[src/rtl/lsu_pkg.sv]
// lsu_pkg: shared access-size codes, FSM encoding and legality check for the load/store unit
package lsu_pkg;
  localparam int TIMEOUT_DEFAULT = 16;
  localparam logic [2:0] F3_B  = 3'b000;
  localparam logic [2:0] F3_H  = 3'b001;
  localparam logic [2:0] F3_W  = 3'b010;
  localparam logic [2:0] F3_BU = 3'b100;
  localparam logic [2:0] F3_HU = 3'b101;
  typedef enum logic [1:0] {S_IDLE, S_REQ, S_DONE, S_ERR} state_e;
  function automatic logic access_ok(input logic rd, input logic wr, input logic [2:0] f3, input logic [1:0] lsb);
    logic legal;
    legal = wr ? (f3 inside {F3_B, F3_H, F3_W}) : (f3 inside {F3_B, F3_H, F3_W, F3_BU, F3_HU});
    return !(rd && wr) && legal && !(f3[1:0] == 2'b01 && lsb[0]) && !(f3[1:0] == 2'b10 && lsb != 2'b00);
  endfunction
endpackage

[src/rtl/lsu_lane_align.sv]
// lsu_lane_align: load lane extraction/extension and store replication/byte-enable generation
module lsu_lane_align import lsu_pkg::*; (
  input  logic [2:0]  funct3_i,
  input  logic [1:0]  lsb_i,
  input  logic [31:0] wdata_i,
  input  logic [31:0] rdata_i,
  output logic [3:0]  be_o,
  output logic [31:0] wdata_o,
  output logic [31:0] ldata_o
);
  logic [7:0]  b;
  logic [15:0] h;
  always_comb begin
    b = rdata_i[{lsb_i, 3'b000} +: 8];
    h = lsb_i[1] ? rdata_i[31:16] : rdata_i[15:0];
    ldata_o = funct3_i == F3_B  ? {{24{b[7]}}, b} :
              funct3_i == F3_H  ? {{16{h[15]}}, h} :
              funct3_i == F3_BU ? {24'b0, b} :
              funct3_i == F3_HU ? {16'b0, h} : rdata_i;
    be_o = funct3_i[1:0] == 2'b00 ? 4'b0001 << lsb_i :
           funct3_i[1:0] == 2'b01 ? (lsb_i[1] ? 4'b1100 : 4'b0011) : 4'b1111;
    wdata_o = funct3_i[1:0] == 2'b00 ? {4{wdata_i[7:0]}} :
              funct3_i[1:0] == 2'b01 ? {2{wdata_i[15:0]}} : wdata_i;
  end
endmodule

[src/rtl/load_store_unit.sv]
// load_store_unit: single-outstanding load/store bus master with alignment checks and ack timeout
module load_store_unit import lsu_pkg::*; #(
  parameter int TIMEOUT_CYCLES = TIMEOUT_DEFAULT
) (
  input  logic        clk,
  input  logic        rst,
  input  logic        mem_read,
  input  logic        mem_write,
  input  logic [2:0]  funct3,
  input  logic [31:0] addr,
  input  logic [31:0] store_data,
  output logic        busy,
  output logic        done,
  output logic        err,
  output logic [31:0] load_data,
  output logic        bus_req,
  output logic        bus_we,
  output logic [31:0] bus_addr,
  output logic [31:0] bus_wdata,
  output logic [3:0]  bus_be,
  input  logic        bus_ack,
  input  logic [31:0] bus_rdata
);
  localparam logic [7:0] CNT_LAST = 8'(TIMEOUT_CYCLES - 1);
  state_e      state_q;
  logic [7:0]  cnt_q;
  logic [2:0]  f3_q;
  logic [1:0]  lsb_q;
  logic        done_q, err_q, req_q, we_q, idle, ok;
  logic [3:0]  be_q, al_be;
  logic [31:0] addr_q, wdata_q, ld_q, al_wd, al_ld;
  assign idle = state_q == S_IDLE;
  assign ok = access_ok(mem_read, mem_write, funct3, addr[1:0]);
  // Live inputs feed the aligner while sampling; the captured access drives it for the load return
  lsu_lane_align u_align (
    .funct3_i(idle ? funct3 : f3_q),
    .lsb_i   (idle ? addr[1:0] : lsb_q),
    .wdata_i (store_data),
    .rdata_i (bus_rdata),
    .be_o    (al_be),
    .wdata_o (al_wd),
    .ldata_o (al_ld)
  );
  always_ff @(posedge clk or posedge rst) begin
    if (rst) begin
      state_q <= S_IDLE;
      cnt_q   <= '0;
      f3_q    <= '0;
      lsb_q   <= '0;
      done_q  <= 1'b0;
      err_q   <= 1'b0;
      req_q   <= 1'b0;
      we_q    <= 1'b0;
      be_q    <= '0;
      addr_q  <= '0;
      wdata_q <= '0;
      ld_q    <= '0;
    end else begin
      case (state_q)
        S_IDLE: if (mem_read || mem_write) begin
          f3_q    <= funct3;
          lsb_q   <= addr[1:0];
          cnt_q   <= '0;
          addr_q  <= {addr[31:2], 2'b00};
          we_q    <= ok && mem_write;
          be_q    <= (ok && mem_write) ? al_be : 4'b0000;
          wdata_q <= mem_write ? al_wd : '0;
          req_q   <= ok;
          err_q   <= !ok;
          state_q <= ok ? S_REQ : S_ERR;
        end
        S_REQ: if (bus_ack) begin
          req_q   <= 1'b0;
          done_q  <= 1'b1;
          state_q <= S_DONE;
          if (!we_q) ld_q <= al_ld;
        end else if (cnt_q == CNT_LAST) begin
          req_q   <= 1'b0;
          err_q   <= 1'b1;
          state_q <= S_ERR;
        end else begin
          cnt_q <= cnt_q + 8'd1;
        end
        S_DONE: begin
          done_q  <= 1'b0;
          state_q <= S_IDLE;
        end
        default: begin
          err_q   <= 1'b0;
          state_q <= S_IDLE;
        end
      endcase
    end
  end
  assign busy      = !idle;
  assign done      = done_q;
  assign err       = err_q;
  assign load_data = ld_q;
  assign bus_req   = req_q;
  assign bus_we    = we_q;
  assign bus_addr  = addr_q;
  assign bus_wdata = wdata_q;
  assign bus_be    = be_q;
endmodule

[config.mk]
export PLATFORM = sky130hd
export DESIGN_NAME = load_store_unit
export DESIGN_NICKNAME = d
export VERILOG_FILES = /design/src/rtl/lsu_pkg.sv /design/src/rtl/lsu_lane_align.sv /design/src/rtl/load_store_unit.sv
export SDC_FILE = /design/constraint.sdc
export NUM_CORES = 1
export LEC_CHECK = 0
export ABC_AREA = 1
export ABC_CLOCK_PERIOD_IN_PS = 8100
export BUFFER_PORTS_ARGS = -buffer_cell sky130_fd_sc_hd__buf_4
export CORE_MARGIN = 1
export CORE_UTILIZATION = 50
export CTS_CLUSTER_DIAMETER = 120
export DETAILED_ROUTE_END_ITERATION = 7
export PLACE_DENSITY = 0.81
export SLEW_MARGIN = 20
export SYNTH_ARGS = -nofsm -noshare
export SYNTH_HDL_FRONTEND = slang
export SYNTH_SLANG_ARGS = --single-unit
[constraint.sdc]
create_clock -name clk -period 8.1 [get_ports clk]
set_clock_uncertainty 0.2 [all_clocks]
set_input_delay 1.215 -clock clk [delete_from_list [all_inputs] [get_ports clk]]
set_output_delay 1.215 -clock clk [all_outputs]
set_load 0.01 [all_outputs]
==> impl_summary.md, run 1 <==
Outcome
The flow ran to the end, and the final reports show no timing, DRC or antenna violations.

STA
The routed design could run at a clock period as short as 3490 ps. Based on the critical path, the design can be clocked at up to 287 MHz. Dividing the final minimum period by the clock period gives 43.1%. The final-report hold violation count is 0. The post-route setup TNS is 0 ps. The number of slew-limit violations in the final report was 0. The worst-case headroom to the max-slew limit is 38.2%. The worst path meets setup with 4610 ps of slack.

Across all hold checks on the routed design, the worst slack comes to 279 ps. Setup violations remaining at the end of the flow were counted as 0. The slew at the pin closest to its max-slew limit is 927 ps. Setup repair after global routing left no endpoint under its margin.

Place
Counting tap cells, the placed design contains a total of 1037 instances. In this run the cell area measured after placement is 0.00725 mm^2. Routability-driven placement finished with a final weighted congestion of 0.836. Before CTS, the worst setup slack after placement is 4300 ps.

Buffers placed on the I/O ports in this run total 206. Detailed placement ended at an HPWL of 11400 um.

Setup path
The largest single stage delay on the critical path is 680 ps. The cell occurring most often along the worst timing path is sky130_fd_sc_hd__nand2_1. The worst path arrival time is 3560 ps. The critical path in this run is classified as in -> reg. The worst setup path is launched from an input pin. STA classifies the critical path endpoint as a flop.

The highest fanout seen on the critical path is 22. The setup slack on the worst flop-to-flop path is 4890 ps. The critical path's slowest cell is sky130_fd_sc_hd__clkinv_1. Data on the critical path is required at its endpoint by 8170 ps. The critical path goes through buf_4 > inv_1 > nand2_1 > nand2_2 > nand2_1 > clkinv_1 > a22oi_1 > a21oi_2.

Finish
Fill cells in the final layout number 907. The final core utilization is 71.7%. The layout overhead on the synthesized area is 38.4%.

The commonest non-fill, non-tap cell in the layout is sky130_fd_sc_hd__nand2_1. The share of final-layout standard cells stronger than drive strength 1 is 28.7%. The cell area after layout is 0.00788 mm^2.

The number of nets in the layout is 1021. The filler-free cell count of the finished design is 1069. The count of antenna diodes in the layout is 0. In the layout the commonest cells are sky130_fd_sc_hd__nand2_1 (293), sky130_fd_sc_hd__buf_4 (210), sky130_fd_sc_hd__dfrtp_1 (117), sky130_fd_sc_hd__a21oi_1 (46), sky130_fd_sc_hd__nor2_1 (44).

Detailed routing
The number of iterations in the first detailed-routing pass is 4. The final wirelength is 16400 um. After detailed routing, the number of remaining DRC violations is 0. The detailed router finished its first iteration with 413 violations. The post-detailed-route wirelength per cell is 15.4 um. The total number of vias is 5616.

In this run the remaining antenna-violating nets after routing total 0. The mean number of vias per cell is 5.25.

Clock network
The tree is rooted in a sky130_fd_sc_hd__clkbuf_16. TritonCTS created 17 clock buffers. Buffers inserted to repair hold after CTS numbered 0. After clock tree synthesis, the repair step resized 0 gates. After clock tree synthesis, the setup repair step added 0 buffers.

The clock tree synthesis step divided the H-tree into 4 levels. At the later pin of the worst-skew pair, clock insertion delay measures 410 ps. The clock passes through at most 2 buffers.

The TritonCTS clock tree is done. The clock-pin slew reported for the worst setup and hold paths after clock tree synthesis is 60 ps. The number of clock sinks is 117.

Pwr
The power density relative to cell area is 440 mW/mm^2. The share of total power in combinational logic is 47.9%. The clock group share of total power is 22.8%. The post-route total power is 3.47 mW.

The maximum VDD drop is 240 uV. The reported net switching power is 1.45 mW. The leakage power summed over all cells is 4.28 nW. Internal power comes to 2.02 mW.

Net switching is 41.7% of the power. The relative contribution of sequential cells to total power is 29.3%.

Synthesis
The mean area per synthesized cell is 7.88 um^2. The share of synthesized area occupied by flip-flops and latches is 51.5%. The number of enable flip-flop cells after synthesis is 0.

After synthesis the netlist holds a flip-flop and latch count of 117. Yosys printed 0 warnings. After synthesis, the share of flip-flops with an asynchronous set or reset is 100%. The cell area after synthesis is 0.00569 mm^2. The leading register cell type out of synthesis is sky130_fd_sc_hd__dfrtp_1. The distinct cell type count after synthesis is 35. The synthesized netlist cell count is 722.

Global routing
The first global-routing pass estimated 26800 um of wire. Across every metal layer, demand over resource in global routing totals 29.7%. The via count of the first global-routing pass came to 5568.

The number of antenna violations at the first check in global routing is 0. The overflow left after global routing is 0. The maximum number of pins on one net before global-route repair is 66.

Floorplanning
Pin placement for this block handled 209 I/O pins. The initial core utilization is 51.8%. The placeable core region is 0.0110 mm^2. Row generation in the floorplan step produced 38 rows. The overall die area is 0.0118 mm^2. The die is 109 um tall.

The die is 109 um wide.

Worst hold path
The worst hold path belongs to the class reg -> reg.

Run
Across the run, the number of max-cap violations was 0.
## Yosys cell counts, types with 2 or more instances
master	instances	share of area, %
sky130_fd_sc_hd__a21o_1	4	0.53
sky130_fd_sc_hd__a21oi_1	46	4.0
sky130_fd_sc_hd__a21oi_2	4	0.62
sky130_fd_sc_hd__a22o_1	17	2.6
sky130_fd_sc_hd__a22oi_1	8	1.1
sky130_fd_sc_hd__buf_2	11	0.97
sky130_fd_sc_hd__buf_4	7	0.92
sky130_fd_sc_hd__buf_6	4	0.79
sky130_fd_sc_hd__clkbuf_1	14	0.92
sky130_fd_sc_hd__dfrtp_1	117	51
sky130_fd_sc_hd__inv_1	41	2.7
sky130_fd_sc_hd__inv_2	9	0.59
sky130_fd_sc_hd__nand2_1	293	19
sky130_fd_sc_hd__nand2_2	5	0.55
sky130_fd_sc_hd__nand3_1	34	3.0
sky130_fd_sc_hd__nand4_1	3	0.33
sky130_fd_sc_hd__nor2_1	45	3.0
sky130_fd_sc_hd__nor3_1	2	0.18
sky130_fd_sc_hd__o211ai_1	2	0.26
sky130_fd_sc_hd__o21ai_0	24	2.1
sky130_fd_sc_hd__o21ai_1	7	0.62
sky130_fd_sc_hd__o21ai_2	3	0.46
sky130_fd_sc_hd__o22ai_1	7	0.77
sky130_fd_sc_hd__o31ai_1	3	0.40
sky130_fd_sc_hd__xor2_1	2	0.31
## critical path, delay by kind of cell
family                 cells  cell delay [ps]
AOI/OAI and AO/OA          2              520
and+or+nand+nor            3             1010
buffers and inverters      3              810
## power by group through the flow
stage	clock, mW	sequential, mW	combinational [mW]
2_1_floorplan	0	1.11	0.931
3_3_place_gp	0	1.02	1.62
3_5_place_dp	0	1.02	1.65
4_1_cts	0.796	1.02	1.67
5_1_grt	0.823	1.05	1.87
6_report	0.790	1.02	1.66
## cell families (layout without fill, tap and decap cells)
kind of cell | count (synthesis) | in the layout | synth area share, %
compound gates | 128 | 128 | 14.0
xor+xnor | 2 | 2 | 0.308
fa+ha+maj | 1 | 1 | 0.220
buf+inv | 87 | 293 | 6.97
flops | 117 | 117 | 51.5
other cells | 1 | 2 | 0.0659
simple gates | 386 | 386 | 27.0
## layer usage
layer  up-vias  global-route usage, %  share of wire [%]
li1       2706                      -                  -
met1      2620                   37.3                 41
met2       258                   48.8                 49
met3        32                   8.37                8.4
met4         0                   10.8                1.7
met5         -                      0                  0
## registers in the layout (all words and copies together), names as in the netlist
| name | flops |
|---|---|
| bus_req | 1 |
| bus_wdata | 32 |
| bus_we | 1 |
| load_data | 32 |
| lsb_q | 2 |
| cnt_q | 8 |
| err | 1 |
| state_q | 2 |
| done | 1 |
| bus_be | 4 |
| bus_addr | 30 |
| f3_q | 3 |
## cell type report
class | instances | area (um^2) | area share, %
multi-input combinational | 519 | 2380 | 30.2
clock buffer | 20 | 457 | 5.80
timing repair buffer | 210 | 1580 | 20.0
inverter | 51 | 194 | 2.46
clock inverter | 12 | 166 | 2.11
sequential | 117 | 2930 | 37.2
tap | 140 | 175 | 2.22
## path summary, 6_finish.rpt
check | start | cells past startpoint | endpoint
hold / removal | bus_addr[12] | 2 | bus_addr[12]
max in group asynchronous | rst | 3 | load_data[2]
min in group asynchronous | rst | 2 | bus_addr[5]
setup reg to reg | state_q[1] | 8 | load_data[12]
setup / recovery | funct3[1] | 8 | load_data[12]
hold reg to reg | bus_addr[12] | 2 | bus_addr[12]
No activity file was read; power rests on OpenSTA's default activity.
==> inputs of run 2 (changes only) <==
--- a/config.mk
+++ b/config.mk
@@ -5,8 +5,8 @@
 export SDC_FILE = /design/constraint.sdc
 export NUM_CORES = 1
 export LEC_CHECK = 0
-export ABC_AREA = 1
-export ABC_CLOCK_PERIOD_IN_PS = 8100
+export ABC_AREA = 0
+export ABC_CLOCK_PERIOD_IN_PS = 3700
 export BUFFER_PORTS_ARGS = -buffer_cell sky130_fd_sc_hd__buf_4
 export CORE_MARGIN = 1
 export CORE_UTILIZATION = 50
==> constraint.sdc (replaced) <==
create_clock -name clk -period 3.7 [get_ports clk]
set_clock_uncertainty 0.2 [all_clocks]
set_input_delay 0.555 -clock clk [delete_from_list [all_inputs] [get_ports clk]]
set_output_delay 0.555 -clock clk [all_outputs]
set_load 0.01 [all_outputs]
==> run 2 against run 1 <==
Critical path depth decreased by 1. Setup slack worse by 3900 ps. Cell area rose by 2.3%. Core utilization is 1.6 points higher. Synthesized cell count shrank 14%. Die area is 0.45% higher. Worst hold slack worse by 150 ps. Total power up 120%. Register-to-register slack worse by 4100 ps. Final cell count decreased by 9.3%. Area after synthesis up 0.46%. Critical path type is now reg -> reg. Highest routed layer unchanged.
==> impl_summary.md, run 2 <==
Outcome
The run finished with clean final reports.

Finish
The library cell used most frequently in the layout, excluding fill and tap cells, is sky130_fd_sc_hd__buf_4. In the layout the commonest cells are sky130_fd_sc_hd__buf_4 (216), sky130_fd_sc_hd__nand2_1 (137), sky130_fd_sc_hd__dfrtp_1 (117), sky130_fd_sc_hd__nor2_1 (52), sky130_fd_sc_hd__o21ai_0 (51). From synthesis to final layout, the design area changed by 40.9%. The share of final-layout standard cells stronger than drive strength 1 is 33.3% (+4.5 points). The count of antenna diodes in the layout is 0 (unchanged). The number of nets in the layout is 923 (-9.6%). The final core utilization is 73.3% (+1.6 points). The number of fill cells is 794 (-12%).

Synthesis
Ranked by instance count, the synthesized netlist is headed by sky130_fd_sc_hd__nand2_1 (137), sky130_fd_sc_hd__dfrtp_1 (117), sky130_fd_sc_hd__nor2_1 (53). In the post-synthesis netlist, the cell with the most instances is sky130_fd_sc_hd__nand2_1. The share of synthesized area occupied by flip-flops and latches is 51.2% (-0.24 points). The flip-flop and latch count after synthesis is 117 (unchanged). Summed over all instances, the cell type with the most area after synthesis is sky130_fd_sc_hd__dfrtp_1. The share of flip-flops with an asynchronous set or reset after synthesis is 100% (unchanged). The synthesized netlist cell count is 619 (-14%). The leading register cell type out of synthesis is sky130_fd_sc_hd__dfrtp_1. The distinct cell type count after synthesis is 64 (+83%). The cell area after synthesis is 0.00572 mm^2 (+0.46%). The mean area per synthesized cell is 9.24 um^2 (+17%). The fraction of post-synthesis cell area in the top cell type by area came to 51.2% (-0.24 points). The number of enable flip-flop cells after synthesis came to 0 (unchanged). The Yosys warning count is 0 (unchanged). After synthesis, the cell types taking the most area are sky130_fd_sc_hd__dfrtp_1 (51%), sky130_fd_sc_hd__nand2_1 (9.0%), sky130_fd_sc_hd__mux2i_1 (4.6%), sky130_fd_sc_hd__o21ai_0 (4.6%), sky130_fd_sc_hd__nor2_1 (3.5%).

Floorplanning
The number of core rows came to 38 (unchanged). The overall die area came to 0.0119 mm^2 (+0.45%). The overall die width is 109 um (+0.23%). The number of top-level pins was 209 (unchanged).

The placeable core region is 0.0110 mm^2 (unchanged). The die extent in y is 109 um (+0.23%). The initial core utilization is 52.1% (+0.24 points).

Setup path
The critical path's slowest cell is sky130_fd_sc_hd__dfrtp_1. The total number of cells along the worst setup path came to 7 (-1). By instance count, the cell type seen most on the critical path is sky130_fd_sc_hd__a21oi_1.

The setup slack on the worst flop-to-flop path is 760 ps (-4130 ps). The cell family contributing the most delay on the critical path is compound AO/OA/AOI/OAI gates. By startpoint and endpoint, the worst setup path is classified as reg -> reg. The delay contributed by the slowest stage of the critical path is 640 ps (-40 ps). The cell depth of the worst flop-to-flop path is 7 (-1). Walking the worst path, the cells encountered are nor2_1 > buf_4 > inv_1 > a31oi_1 > o21ai_0 > a21oi_1 > a21oi_1. The required time at the worst-slack endpoint is 3770 ps (-4400 ps).

The endpoint type of the worst setup path is a flop. The buffering stage count on the worst path with inverters included is 2 (-1). STA classifies the critical path startpoint as a flop. The highest fanout seen on the critical path is 24 (+9.1%). The worst path arrival time is 3010 ps (-550 ps).

Clock network
The H-tree depth is 4 (unchanged). The count of cells resized by post-cts repair is 0 (unchanged). The worst-case clock buffer depth is 2 (unchanged).

The clock network latency to the later pin of the worst-skew pair is 420 ps (about the same). The clock-pin slew reported for the worst setup and hold paths after clock tree synthesis came to 50 ps (about the same). The number of buffers inserted during clock tree synthesis came to 17 (unchanged). The number of clock sinks is 117 (unchanged). In this run the clock root is driven by a sky130_fd_sc_hd__clkbuf_16. The TritonCTS clock tree is done.

Detailed routing
The final wirelength was 17000 um (+3.6%). The post-detailed-route wirelength per cell was 17.5 um (+14%). The number of iterations in the first detailed-routing pass was 7 (+3). The post-route DRC violation count came to 0 (unchanged). The number of design-rule violations left by the first detailed-router iteration came to 479 (+16%).

The total number of vias is 5529 (-1.5%). The post-route antenna net violation count was 0 (unchanged). The mean number of vias per cell is 5.70 (+8.5%).

Run
The reported max-cap violation count was 0 (unchanged).

STA
The clock period could shrink to 2940 ps. The post-route setup TNS is 0 ps (unchanged). The slew at the pin closest to its max-slew limit is 868 ps (-58.7 ps).

The minimum setup slack in the final design is 757 ps (-3860 ps). The total setup violations reported at the end of the flow is 0 (unchanged). After layout, the worst path uses 79.5% of the clock period. The final-report hold violation count is 0 (unchanged).

Setup repair after global routing left no endpoint under its margin. The number of slew-limit violations in the final report is 0 (unchanged). The final hold slack is 128 ps (-151 ps).

The worst-case headroom to the max-slew limit is 41.0% (+2.8 points). The maximum operating frequency is 340 MHz.

Place
The worst slack at placement is 860 ps (-3440 ps). The sum of net half-perimeters after detailed placement is 11900 um (+4.6%). The final weighted congestion in routability-driven placement is 0.915 (+9.5%).

The count of input and output buffers came to 206 (unchanged).

Global routing
The maximum number of pins on one net before global-route repair is 61 (-7.6%). The global-route wire length before repair is 26600 um (-0.95%). The via count of the first global-routing pass came to 5273 (-5.3%).

The overflow left after global routing is 0 (unchanged). The global routing usage summed across all routing layers was 29.4% (-0.23 points). The number of antenna violations at the first check in global routing was 0 (unchanged).

Pwr
The maximum VDD drop came to 587 uV (+140%). The leakage power summed over all cells was 4.00 nW (-6.5%). The power density relative to cell area is 951 mW/mm^2 (+120%). The post-route total power is 7.66 mW (+120%).

Worst hold path
The type of the most critical hold path is in -> reg. The worst hold path cell count is 3 (+1).
run 2: final timing paths:
| path | startpoint | to |
|---|---|---|
| min in group asynchronous | rst | bus_addr[11] |
| min reg2reg | bus_addr[20] | bus_addr[20] |
| max reg2reg | state_q[0] | load_data[0] |
| max in group asynchronous | rst | bus_wdata[15] |
| max | state_q[0] | load_data[0] |
| min | addr[31] | bus_addr[31] |
run 2: metrics by stage:
step | area (um^2) | cells
floorplan | 5720 | 620
global placement | 7360 | 937
detailed placement | 7360 | 937
CTS | 8030 | 969
global route | 8060 | 970
finish | 8060 | 970
run 2: what timing repair did:
| action | 4_1_cts | 5_1_grt |
|---|---|---|
| setup buffers | 0 | 0 |
| hold buffers | 1 | 0 |
| endpoints found under the hold margin | 19 | 0 |
run 2: area by class of cell:
| cell class | count | area [um^2] | share of cell area, % |
|---|---|---|---|
| flip-flops and latches | 117 | 2930 | 36.3 |
| multi-input cells | 443 | 2540 | 31.5 |
| repair buffers | 219 | 1680 | 20.8 |
| clock buffers | 23 | 488 | 6.06 |
| well taps | 140 | 175 | 2.17 |
| clock inverters | 8 | 170 | 2.11 |
| inverters | 20 | 78.8 | 0.979 |
run 2: cell families (layout without fill, tap and decap cells):
family	after synthesis	count (layout)	synth area share [%]
XOR/XNOR	5	5	0.766
AND/OR/NAND/NOR	229	229	16.8
AO/OA/AOI/OAI	176	176	20.6
adder cells (fa/ha/maj)	1	1	0.219
multiplexers	30	30	5.38
other	1	2	0.0656
flip-flops	117	117	51.2
buffers and inverters	60	270	5.03
run 2: worst register-to-register path, stage by stage, from the launching register on:
cell and delay [ps]:
sky130_fd_sc_hd__dfrtp_1 640, sky130_fd_sc_hd__nor2_1 190, sky130_fd_sc_hd__buf_4 260, sky130_fd_sc_hd__inv_1 150, sky130_fd_sc_hd__a31oi_1 450, sky130_fd_sc_hd__o21ai_0 210
sky130_fd_sc_hd__a21oi_1 530, sky130_fd_sc_hd__a21oi_1 160
run 2: report_power, final:
| part | internal (mW) | total, mW | leakage (nW) | switching (mW) |
|---|---|---|---|---|
| combinational | 1.58 | 3.53 | 2.24 | 1.95 |
| clock | 1.26 | 1.84 | 0.315 | 0.577 |
| sequential | 1.86 | 2.30 | 1.44 | 0.433 |
run 2: layer usage:
metal  vias up  global-route usage [%]  wire [um]
met2       286                    46.9       8270
met5         -                       0          0
met4         0                    11.3        284
met3        27                    7.23       1470
met1      2666                    38.6       6980
li1       2550                       -          -
==> inputs of run 3 (changes only) <==
--- a/config.mk
+++ b/config.mk
@@ -5,8 +5,8 @@
 export SDC_FILE = /design/constraint.sdc
 export NUM_CORES = 1
 export LEC_CHECK = 0
-export ABC_AREA = 0
-export ABC_CLOCK_PERIOD_IN_PS = 3700
+export ABC_AREA = 1
+export ABC_CLOCK_PERIOD_IN_PS = 3000
 export BUFFER_PORTS_ARGS = -buffer_cell sky130_fd_sc_hd__buf_4
 export CORE_MARGIN = 1
 export CORE_UTILIZATION = 50
==> constraint.sdc (replaced) <==
create_clock -name clk -period 3 [get_ports clk]
set_clock_uncertainty 0.2 [all_clocks]
set_input_delay 0.45 -clock clk [delete_from_list [all_inputs] [get_ports clk]]
set_output_delay 0.45 -clock clk [all_outputs]
set_load 0.01 [all_outputs]
==> run 3 against run 2 <==
The run now ends with negative hold slack left. Flip-flop and latch count stayed put. Worst hold slack lost 130 ps. First-iteration DRC count is 45% lower. Cell area is 1.4% lower. Register-to-register slack lost 120 ps. Critical path type unchanged. Highest routed layer unchanged.
==> impl_summary.md, run 3 (synthesized netlist as in run 1, its figures left out) <==
Pwr
The post-route total power is 9.36 mW (+22%). The power density relative to cell area came to 1180 mW/mm^2 (+24%). The maximum VDD drop is 723 uV (+23%). The leakage power summed over all cells is 4.31 nW (+7.8%).

Setup path
Among all stages on the critical path, the largest delay is contributed by sky130_fd_sc_hd__dfrtp_1. The cell occurring most often along the worst timing path is sky130_fd_sc_hd__nand2_1. The startpoint type of the worst setup path is a flop.

In this run the critical register-to-register path is captured at load_data[25]. In this run the worst setup path terminates at load_data[25]. The cell depth of the worst flop-to-flop path is 10 (+3). The setup slack on the worst flop-to-flop path is 640 ps (-120 ps). The reg-to-reg startpoint is state_q[0]. The critical path goes through nor2_4 > nand2_1 > nand2_1 > nand2_1 > nand2_1 > nand2_1 > nand3_1 > nand2_1 > inv_2 > a21oi_1. The highest fanout seen on the critical path is 24 (unchanged). The required time at the worst-slack endpoint is 3060 ps (-710 ps).

The type of the worst setup path is reg -> reg. The worst path arrival time came to 2430 ps (-580 ps). The delay contributed by the slowest stage of the critical path is 460 ps (-180 ps). The worst setup path startpoint is state_q[0].

STA classifies the critical path endpoint as a flop.

STA
The maximum operating frequency came to 423 MHz (+25%). Setup repair after global routing left no endpoint under its margin. The fraction of the cycle the final worst path needs came to 78.8% (-0.75 points).

The slew at the pin closest to its max-slew limit came to 801 ps (-66.7 ps). The final hold slack is -6.28 ps (-134 ps). The final period demand of the worst path is 2360 ps (-579 ps). The post-route setup TNS was 0 ps (unchanged). The number of slew-limit violations in the final report came to 0 (unchanged). The total setup violations reported at the end of the flow is 0 (unchanged). The final-report hold violation count came to 4 (+4). The worst-case headroom to the max-slew limit is 46.5% (+5.5 points).

Finish
The number of nets in the layout came to 1026 (+11%). From synthesis to final layout, the design area changed by 39.6%. Leaving out fill and tap cells, the most frequent cell in the layout is sky130_fd_sc_hd__nand2_1.

The number of fill cells is 861 (+8.4%). The share of final-layout standard cells stronger than drive strength 1 is 29.2% (-4.0 points). The top cell types in the final layout, fill and taps aside, are sky130_fd_sc_hd__nand2_1 (293), sky130_fd_sc_hd__buf_4 (213), sky130_fd_sc_hd__dfrtp_1 (117), sky130_fd_sc_hd__a21oi_1 (46), sky130_fd_sc_hd__nor2_1 (44). The count of antenna diodes in the layout came to 0 (unchanged).

Clock network
The clock-pin slew reported for the worst setup and hold paths after clock tree synthesis is 60 ps (about the same). The number of buffers inserted during clock tree synthesis was 17 (unchanged). The post-CTS setup buffer count is 0 (unchanged). The tree is rooted in a sky130_fd_sc_hd__clkbuf_16. The hold buffer count at CTS was 0 (-1). The worst-case clock buffer depth was 2 (unchanged). The H-tree depth was 4 (unchanged). The number of clock sinks is 117 (unchanged). The clock network latency to the later pin of the worst-skew pair is 400 ps (-20 ps). TritonCTS built the clock tree.

The count of cells resized by post-cts repair is 0 (unchanged).

Detailed routing
The number of iterations in the first detailed-routing pass is 4 (-3). The post-route DRC violation count is 0 (unchanged). The number of design-rule violations left by the first detailed-router iteration was 264 (-45%).

The mean number of vias per cell is 5.16 (-9.4%). The post-detailed-route wirelength per cell is 15.0 um (-14%). The total number of vias came to 5547 (+0.33%). The final wirelength came to 16100 um (-5.1%).

The post-route antenna net violation count was 0 (unchanged).

Floorplanning
The number of core rows is 38 (unchanged). The initial core utilization is 51.8% (-0.24 points). The number of top-level pins is 209 (unchanged). The overall die width is 109 um (-0.22%). The overall die area is 0.0118 mm^2 (-0.45%). The placeable core region is 0.0110 mm^2 (unchanged). The die extent in y came to 109 um (-0.22%).

Place
The sum of net half-perimeters after detailed placement is 11500 um (-3.3%). The count of input and output buffers is 206 (unchanged). The final weighted congestion in routability-driven placement came to 0.896 (-2.2%).

Global routing
The number of antenna violations at the first check in global routing came to 0 (unchanged). The via count of the first global-routing pass is 5400 (+2.4%). The global-route wire length before repair is 25900 um (-2.5%).

The overflow left after global routing is 0 (unchanged). The global routing usage summed across all routing layers is 28.7% (-0.72 points). The maximum number of pins on one net before global-route repair is 49 (-20%).

Worst hold path
The type of the most critical hold path is in -> async.

Outcome
The flow ran to the end, but the final reports show violations. The final reports fail on negative hold slack.

Run
The reported max-cap violation count is 0 (unchanged).
[run 3: changes by cell type in the layout (fill, tap and decap cells not counted), moves of 6 or more]
cell / delta
sky130_fd_sc_hd__a21boi_0: -11
sky130_fd_sc_hd__nand3_1: +15
sky130_fd_sc_hd__a22oi_1: +7
sky130_fd_sc_hd__inv_2: +9
sky130_fd_sc_hd__mux2i_1: -25
sky130_fd_sc_hd__inv_1: +21
sky130_fd_sc_hd__a32oi_1: -6
sky130_fd_sc_hd__a21oi_1: +7
sky130_fd_sc_hd__nor2_1: -8
sky130_fd_sc_hd__nand2_1: +156
sky130_fd_sc_hd__o21ai_0: -27
[run 3: how the worst min path moves through the flow]
stage	startpoint	end	cells past startpoint
3_5_place_dp	bus_addr[24]	bus_addr[24]	2
6_report	rst	bus_addr[8]	2
3_3_place_gp	bus_addr[31]	bus_addr[31]	2
2_1_floorplan	f3_q[1]	f3_q[1]	2
5_1_grt	addr[31]	bus_addr[31]	3
4_1_cts	rst	bus_addr[8]	2
[run 3: cell type report]
| class | instances | area [um^2] | share of cell area (%) |
|---|---|---|---|
| clock buffers | 19 | 453 | 5.70 |
| clock inverters | 13 | 171 | 2.16 |
| flip-flops and latches | 117 | 2930 | 36.9 |
| multi-input cells | 519 | 2380 | 30.0 |
| well taps | 140 | 175 | 2.21 |
| inverters | 51 | 195 | 2.46 |
| repair buffers | 215 | 1640 | 20.6 |
[run 3: worst max-delay path: cells and delay by family (launching register included)]
kind,cells,cell delay (ps)
flops,1,460
buf+inv,1,350
simple gates,8,1070
compound gates,1,140
[run 3: per-layer routing]
layer / track usage, % / vias to the layer above / wire length, um
met3: 7.95 / 29 / 1200
li1: - / 2715 / -
met1: 36.0 / 2596 / 6700
met5: 0 / - / 0
met4: 11.2 / 0 / 276
met2: 47.2 / 207 / 7960
[run 3: per-stage QoR]
| stage | setup slack (ps) | utilization [%] | cells | instance area, um^2 | hold slack (ps) |
|---|---|---|---|---|---|
| 2_1_floorplan | 923 | - | 723 | 5700 | 253 |
| 3_3_place_gp | 729 | 66.6 | 1042 | 7320 | 263 |
| 3_5_place_dp | 702 | 66.6 | 1042 | 7320 | 267 |
| 4_1_cts | 662 | 72.3 | 1074 | 7940 | 9.48 |
| 5_1_grt | 360 | 72.3 | 1074 | 7940 | 33.8 |
| 6_report | 636 | 72.3 | 1074 | 7940 | -6.28 |
[run 3: power by group]
| group | total [mW] | internal [mW] | switching [mW] |
|---|---|---|---|
| combinational | 4.50 | 1.83 | 2.67 |
| clock | 2.12 | 1.36 | 0.762 |
| sequential | 2.74 | 2.30 | 0.436 |
| total | 9.36 | 5.49 | 3.87 |
